<file path="src/rtl/ghostbus_pkg.sv">
// Shared definitions for the ghostbus host: FSM state encoding and the
// width of the read-latency down-counter.
package ghostbus_pkg;

    typedef enum logic [1:0] {
        IDLE,
        STROBE,
        WAIT,
        RESP
    } state_t;

    localparam int CNT_W = 4;

endpackage

</file>
<file path="src/rtl/ghostbus_host.sv">
// Ghostbus host: accepts one command at a time, issues a single-cycle bus
// strobe and, for reads and acked writes, returns one response.
import ghostbus_pkg::*;

module ghostbus_host #(
    parameter int AW     = 24,
    parameter int DW     = 32,
    parameter int RD_LAT = 2,
    parameter int WR_ACK = 1
) (
    input  logic          clk,
    input  logic          rst_n,
    input  logic          cmd_valid,
    output logic          cmd_ready,
    input  logic          cmd_write,
    input  logic [AW-1:0] cmd_addr,
    input  logic [DW-1:0] cmd_wdata,
    output logic          rsp_valid,
    input  logic          rsp_ready,
    output logic          rsp_write,
    output logic [DW-1:0] rsp_rdata,
    output logic [AW-1:0] gb_addr,
    output logic [DW-1:0] gb_wdata,
    output logic          gb_we,
    output logic          gb_re,
    input  logic [DW-1:0] gb_rdata,
    output logic          busy
);

    state_t             r_state;
    logic [CNT_W-1:0]   r_count;
    logic               r_outOfReset;
    logic               r_write;
    logic [AW-1:0]      r_gbAddr;
    logic [DW-1:0]      r_gbWdata;
    logic               r_gbWe;
    logic               r_gbRe;
    logic               r_rspValid;
    logic               r_rspWrite;
    logic [DW-1:0]      r_rspRdata;
    logic               w_cmdReady;

    // r_outOfReset keeps cmd_ready low until the first edge after reset release
    assign w_cmdReady = (r_state == IDLE) && r_outOfReset;

    assign cmd_ready = w_cmdReady;
    assign busy      = (r_state != IDLE);
    assign gb_addr   = r_gbAddr;
    assign gb_wdata  = r_gbWdata;
    assign gb_we     = r_gbWe;
    assign gb_re     = r_gbRe;
    assign rsp_valid = r_rspValid;
    assign rsp_write = r_rspWrite;
    assign rsp_rdata = r_rspRdata;

    always_ff @(posedge clk or negedge rst_n) begin
        if (!rst_n) begin
            r_state      <= IDLE;
            r_count      <= '0;
            r_outOfReset <= 1'b0;
            r_write      <= 1'b0;
            r_gbAddr     <= '0;
            r_gbWdata    <= '0;
            r_gbWe       <= 1'b0;
            r_gbRe       <= 1'b0;
            r_rspValid   <= 1'b0;
            r_rspWrite   <= 1'b0;
            r_rspRdata   <= '0;
        end else begin
            r_outOfReset <= 1'b1;
            r_gbWe       <= 1'b0;
            r_gbRe       <= 1'b0;
            case (r_state)
                IDLE: begin
                    if (cmd_valid && w_cmdReady) begin
                        r_write   <= cmd_write;
                        r_gbAddr  <= cmd_addr;
                        r_gbWdata <= cmd_wdata;
                        r_gbWe    <= cmd_write;
                        r_gbRe    <= !cmd_write;
                        r_state   <= STROBE;
                    end
                end
                STROBE: begin
                    if (r_write) begin
                        if (WR_ACK != 0) begin
                            r_rspValid <= 1'b1;
                            r_rspWrite <= 1'b1;
                            r_rspRdata <= '0;
                            r_state    <= RESP;
                        end else begin
                            r_state <= IDLE;
                        end
                    end else begin
                        r_count <= CNT_W'(RD_LAT - 1);
                        r_state <= WAIT;
                    end
                end
                WAIT: begin
                    // Count 0 here lands the capture RD_LAT edges after the strobe ends
                    if (r_count == '0) begin
                        r_rspValid <= 1'b1;
                        r_rspWrite <= 1'b0;
                        r_rspRdata <= gb_rdata;
                        r_state    <= RESP;
                    end else begin
                        r_count <= r_count - 1'b1;
                    end
                end
                RESP: begin
                    if (rsp_ready) begin
                        r_rspValid <= 1'b0;
                        r_state    <= IDLE;
                    end
                end
                default: r_state <= IDLE;
            endcase
        end
    end

endmodule
</file>
<file path="config.mk">
export PLATFORM = sky130hd
export DESIGN_NAME = ghostbus_host
export DESIGN_NICKNAME = d
export VERILOG_FILES = /design/src/rtl/ghostbus_pkg.sv /design/src/rtl/ghostbus_host.sv
export SDC_FILE = /design/constraint.sdc
export NUM_CORES = 1
export LEC_CHECK = 0
export BUFFER_PORTS_ARGS = -buffer_cell sky130_fd_sc_hd__buf_2
export CAP_MARGIN = 40
export CORE_UTILIZATION = 51
export CTS_CLUSTER_DIAMETER = 80
export DETAILED_ROUTE_END_ITERATION = 12
export PLACE_DENSITY_LB_ADDON = 0.05
export SYNTH_ARGS = -nofsm -noshare
export SYNTH_HDL_FRONTEND = slang
export SYNTH_SLANG_ARGS = --single-unit
</file>
<file path="constraint.sdc">
create_clock -name clk -period 4.79 [get_ports clk]
set_input_delay 0.7185 -clock clk [delete_from_list [all_inputs] [get_ports clk]]
set_output_delay 0.7185 -clock clk [all_outputs]
set_load 0.02 [all_outputs]
</file>
==> impl_metrics.yaml, run 1 <==
layout:
  diodes: 0
  stdcell_area_um2: 5366
  final_common_cell: "buf_2"
  fin_cells: 613
  finalNetCount: 605
  drive_gt1_frac: 0.5245
  post-route-util: 0.6838
  area_growth_pct: 28.30
  layout_common_cells: "buf_2, dfrtp_1, mux2_2"
die:
  die_width_um: 92.56
  initial_core_util: 0.5330
  rows: 32
  die_h_um: 92.56
  core_um2: 7848
  die-area_um2: 8567
  ios: 187
clock_network:
  hold_buffers: 0
  cts_buffer_depth: 2
  postCtsSetupRepairBufs: 0
  numCtsBuffers: 9
  cts_sinks: 100
  cts.clk_slew.worst_paths_ps: 100
  cts_root_buf: "clkbuf_8"
  cts_max_level: 3
  clock_latency_ps: 340
  tritoncts: "built"
  cts_resized: 0
power:
  p_leak_uw: 0.002805
  p_per_area_nw_per_um2: 673.6
  irDropWorstVdd_mv: 0.3588
worst_setup_path:
  endpoint_kind: "register"
  crit_type: "reg2reg"
  ff2ff_setup_slack_ps: 2490
  crit_fanout: 47
  arrival_ps: 2570
  r2r_end: "rsp_rdata[10]"
  start_kind: "register"
  reg2reg_depth: 7
  cp.required_ps: 5060
  worstReg2RegStart: "r_state[0]"
synthesis:
  synth_area_um2: 4183
  synth.distinct_cells: 35
  syn_avg_cell_area_um2: 13.07
  synth_fp_nets: 419
  synth_cells: 320
  ys_warn_count: 0
  yosysSeqAreaShare: 0.5983
  ys_seq_elements: 100
timing:
  fin_crit_sh: 0.4810
  rsz0062_at_grt: "false"
  worst_slew_pin_slew_ps: 629.9
  setup_viol: 0
  final.setup.tns_ps: 0
  skew_ps: 11.33
  fmax_ghz: 0.4340
  max_slew_margin: 0.5801
  hold_violations: 0
  finalMaxSlewViolations: 0
  min_period_ps: 2304
placed_design:
  dp_cells: 597
  io_buffer_count: 186
  finalWeightedCongestion: 0.7610
  dpl-instance-area_um2: 5164
  dp_hpwl_um: 6269
global_route:
  grt_first_pass_wirelength_um: 14060
  grt_pass1_vias: 3077
  grt_max_degree: 52
  gr-total-overflow: 0
  antenna_found_initial: 0
  track_usage: 0.2090
detailed_routing:
  avgRoutedWirePerCell_um: 14.03
  wirelength_um: 8599
  via_per_inst: 4.925
  vias: 3019
  drc: 0
  drt-pass1-iter-count: 4
  drt_iter0_drc: 80
  ant_nets: 0
min_path:
  hold_path_class: "in2async"
run_status:
  outcome: "complete, no violations"
job:
  maxCapViolCount: 0
## how the worst max path moves through the flow
stage / startpoint / to / slack, ps
floorplan: r_state[0] / gb_addr[15] / 2870
global placement: r_state[0] / rsp_rdata[15] / 2560
detailed placement: r_state[0] / rsp_rdata[10] / 2470
CTS: r_state[0] / rsp_rdata[10] / 2460
global route: r_state[0] / rsp_rdata[19] / 2300
finish: r_state[0] / rsp_rdata[10] / 2490
## cells by family (layout without fill, tap and decap cells)
| kind of cell | after synthesis | count (layout) | share of synthesized area |
|---|---|---|---|
| AND/OR/NAND/NOR | 52 | 52 | 0.05684 |
| buffers and inverters | 55 | 246 | 0.06282 |
| other | 1 | 1 | 0.0008965 |
| adder cells (fa/ha/maj) | 6 | 6 | 0.01795 |
| multiplexers | 90 | 90 | 0.2327 |
| AO/OA/AOI/OAI | 16 | 16 | 0.03052 |
| flip-flops | 100 | 100 | 0.5983 |
## metal layers
layer  up-vias  wire length, um  GRT usage
met5         -                0          0
met4         0              116    0.08073
met3         8              600    0.04680
met2       120             4095     0.3370
met1      1468             3786     0.2763
li1       1423                -          -
## power breakdown
group / internal, uW / switching, uW
Clock: 257 / 282
Sequential: 1190 / 173
Combinational: 715 / 996
## critical path: stages, from the launching register on
cell      delay (ps)
dfrtp_1          410
inv_1            110
ha_1             150
buf_4            410
nor2_1           220
a211oi_4         180
buf_4            480
mux2i_1          270
## sequential cells by signal, summed over array words and instances, names as in the netlist
signal        flops
gb_wdata         32
rsp_rdata        32
gb_addr          24
r_count           4
r_state           2
gb_re             1
gb_we             1
r_outOfReset      1
r_write           1
rsp_valid         1
rsp_write         1
## synth_stat cells
master         number  area, um^2
nor3b_1             1       7.510
a2111oi_0           1       8.760
nor4_1              1       6.260
buf_4               1       7.510
dlygate4sd1_1       3       26.28
clkbuf_1            5       18.77
ha_1                6       75.07
o21bai_1            1       7.510
and2_1              2       12.51
a21oi_1             2       10.01
a211o_1             1       8.760
nand2_1            37       138.9
o2bb2ai_1           1       8.760
mux2i_1            32       320.3
or4b_2              1       10.01
nor3_1              1       5.000
buf_8               3       45.04
a211oi_4            1       20.02
a21o_1              1       7.510
nor2_1              3       11.26
or3b_4              1       11.26
mux2_2             58       653.1
and3_1              1       6.260
a221o_2             1       11.26
nor2b_1             1       6.260
a211oi_1            1       7.510
dfrtp_1           100        2502
o21ai_0             4       20.02
inv_1              40       150.1
o221ai_1            1       8.760
and2b_1             1       7.510
conb_1              1       3.750
nand3b_1            2       15.01
o311ai_0            1       8.760
buf_2               3       15.01
## cell type report
type / instances / area [um^2]
Sequential cell: 100 / 2502
Fill cell: 619 / 2481
Multi-Input combinational cell: 165 / 1420
Timing Repair Buffer: 190 / 963.4
Inverter: 40 / 150.1
Clock buffer: 11 / 141.4
Tap cell: 102 / 127.6
Clock inverter: 5 / 61.31
## per-stage QoR
| step | worst slack, ps | hold WS (ps) | total power [uW] |
|---|---|---|---|
| floorplan | 2873 | 422.9 | 2629 |
| global placement | 2557 | 481.5 | 3065 |
| detailed placement | 2468 | 487.8 | 3110 |
| CTS | 2462 | 398.8 | 3654 |
| global route | 2298 | 412.0 | 3837 |
| finish | 2486 | 361.4 | 3615 |
(Power assumes the default switching activity.)
==> run 2, diff against run 1 <==
ABC_AREA = 1   (was unset)
CORE_UTILIZATION = 47   (was 51)
clock period = 2.3 ns   (was 4.79 ns; I/O delays follow)
==> impl_metrics.yaml, run 2 <==
layout:
  seqCellArea_um2: 2502
  fillers: 722
  drive_gt1_frac: 0.5379
  finalNetCount: 623
  diodes: 0
  final_common_cell: "buf_2"
  multi_input_area_um2: 1406
  area_growth_pct: 29.78
  layout_common_cells: "buf_2, dfrtp_1, nand2_1"
  post-route-util: 0.6380
die:
  die_h_um: 95.40
  core_um2: 8341
  rows: 33
  initial_core_util: 0.4916
  ios: 187
  die-area_um2: 9101
  die_width_um: 95.40
clock_network:
  tritoncts: "built"
  cts.clk_slew.worst_paths_ps: 90
  cts_buffer_depth: 2
  numCtsBuffers: 9
  clock_latency_ps: 350
  postCtsSetupRepairBufs: 0
  cts_max_level: 3
  cts_root_buf: "clkbuf_8"
  cts_sinks: 100
  cts_resized: 0
synthesis:
  netlist.area_leader.share: 0.6103
  synth_top_flop_cell: "dfrtp_1"
  synth_cells: 337
  synth_edf_count: 0
  ys_seq_elements: 100
  ys_warn_count: 0
  synth_largest_area_cell: "dfrtp_1"
  yosysMostFrequentCell: "dfrtp_1"
  synth_area_um2: 4100
  synth_fp_nets: 436
  async_flop_share: 1.000
  yosys-top-cells-count: "dfrtp_1, nand2_1, mux2_2, o21ai_0, o21ai_2"
  ys_top_cells_by_area: "dfrtp_1, mux2_2, nand2_1"
  synth.distinct_cells: 22
  yosysSeqAreaShare: 0.6103
  syn_avg_cell_area_um2: 12.17
worst_setup_path:
  crit_type: "reg2reg"
  start_kind: "register"
  crit_fanout: 40
  cp.required_ps: 2530
  arrival_ps: 2080
  endpoint_kind: "register"
min_path:
  hold_path_class: "in2reg"
timing:
  hold_violations: 0
  min_period_ps: 1859
  skew_ps: 10.14
  finalMaxSlewViolations: 0
  final.setup.tns_ps: 0
  fmax_ghz: 0.5379
  rsz0062_at_grt: "false"
  setup_viol: 0
  fin_crit_sh: 0.8082
detailed_routing:
  vias: 3033
  avgRoutedWirePerCell_um: 13.42
  drt-pass1-iter-count: 4
  wirelength_um: 8496
  drc: 0
  drt_iter0_drc: 128
  via_per_inst: 4.791
  ant_nets: 0
run_status:
  outcome: "complete, no violations"
power:
  switchingPower_uw: 3451
  power.internal_uw: 4723
  p_per_area_nw_per_um2: 1536
  pwr-share-seq: 0.369
  irDropWorstVdd_mv: 0.7270
  switching_share: 0.4222
  p_clk_frac: 0.146
  p_leak_uw: 0.002787
  combPwrFrac: 0.484
global_route:
  gr-total-overflow: 0
  grt_pass1_vias: 2934
  grt_max_degree: 68
  grt_first_pass_wirelength_um: 13180
  track_usage: 0.1897
  antenna_found_initial: 0
placed_design:
  finalWeightedCongestion: 0.8325
  io_buffer_count: 186
  dp_hpwl_um: 6133
job:
  maxCapViolCount: 0
## run 2: changes by cell type after synthesis, sizes merged, moves of 3 or more
cell	delta
mux2i	-32
or2	+3
buf	+8
inv	-29
nand2	+50
nand3	+7
clkbuf	-3
nand4	+3
o21ai	+33
dlygate4sd1	-3
## run 2: timing repair
action	in CTS	in global routing
endpoints found under the hold margin	33	0
hold buffers	1	0
endpoints found under the setup margin	0	0
## run 2: final cells by class
type	instances	share of cell area
clock buffers	9	0.02328
clock inverters	6	0.01693
multi-input cells	209	0.2643
inverters	11	0.007759
flip-flops and latches	100	0.4703
well taps	105	0.02469
repair buffers	193	0.1928
## run 2: through the flow
step | hold WS, ps | cells | area (um^2) | total power (uW) | setup slack [ps]
CTS | 164.0 | 633 | 5321 | 8281 | 434.3
floorplan | 49.41 | 337 | 4100 | 5846 | 819.9
global route | 177.7 | 633 | 5321 | 8781 | 265.1
global placement | 319.0 | 617 | 5097 | 6946 | 515.6
finish | 181.3 | 633 | 5321 | 8173 | 441.1
detailed placement | 321.2 | 617 | 5097 | 7050 | 463.5
## run 2: final timing paths
check / start / to / cells after the start / slack (ps)
max: r_state[0] / rsp_rdata[12] / 7 / 440
min: cmd_write / gb_re / 2 / 180
max reg2reg: r_state[0] / rsp_rdata[12] / 7 / 440
min reg2reg: rsp_valid / rsp_valid / 2 / 480
max in group asynchronous: rst_n / r_count[0] / 3 / 1130
min in group asynchronous: rst_n / rsp_rdata[6] / 2 / 470
## run 2: power by group through the flow
stage          clock, uW  sequential, uW  combinational [uW]
3_5_place_dp           0            3050                4000
6_report            1190            3020                3960
2_1_floorplan          0            4040                1810
4_1_cts             1240            3030                4010
5_1_grt             1300            3130                4350
3_3_place_gp           0            3020                3930
## run 2: cell families (layout without fill, tap and decap cells)
kind of cell | after synthesis | after routing | share of synthesized area
other | 1 | 1 | 0.0009146
AND/OR/NAND/NOR | 105 | 105 | 0.1080
multiplexers | 56 | 56 | 0.1538
flip-flops | 100 | 100 | 0.6103
AO/OA/AOI/OAI | 41 | 41 | 0.06195
buffers and inverters | 28 | 219 | 0.04669
adder cells (fa/ha/maj) | 6 | 6 | 0.01831
## run 2: routing by layer
layer	track usage	vias up	part of all wire
li1	-	1481	-
met1	0.2345	1425	0.42
met2	0.3089	121	0.48
met3	0.05502	6	0.092
met4	0.08333	0	0.0093
met5	0	-	0
## run 2: critical path, stage by stage, from the launching register on
cell	delay (ps)
dfrtp_1	420
inv_1	90
ha_1	190
buf_4	260
nand2_2	140
nand2_2	260
buf_12	240
o21ai_0	110
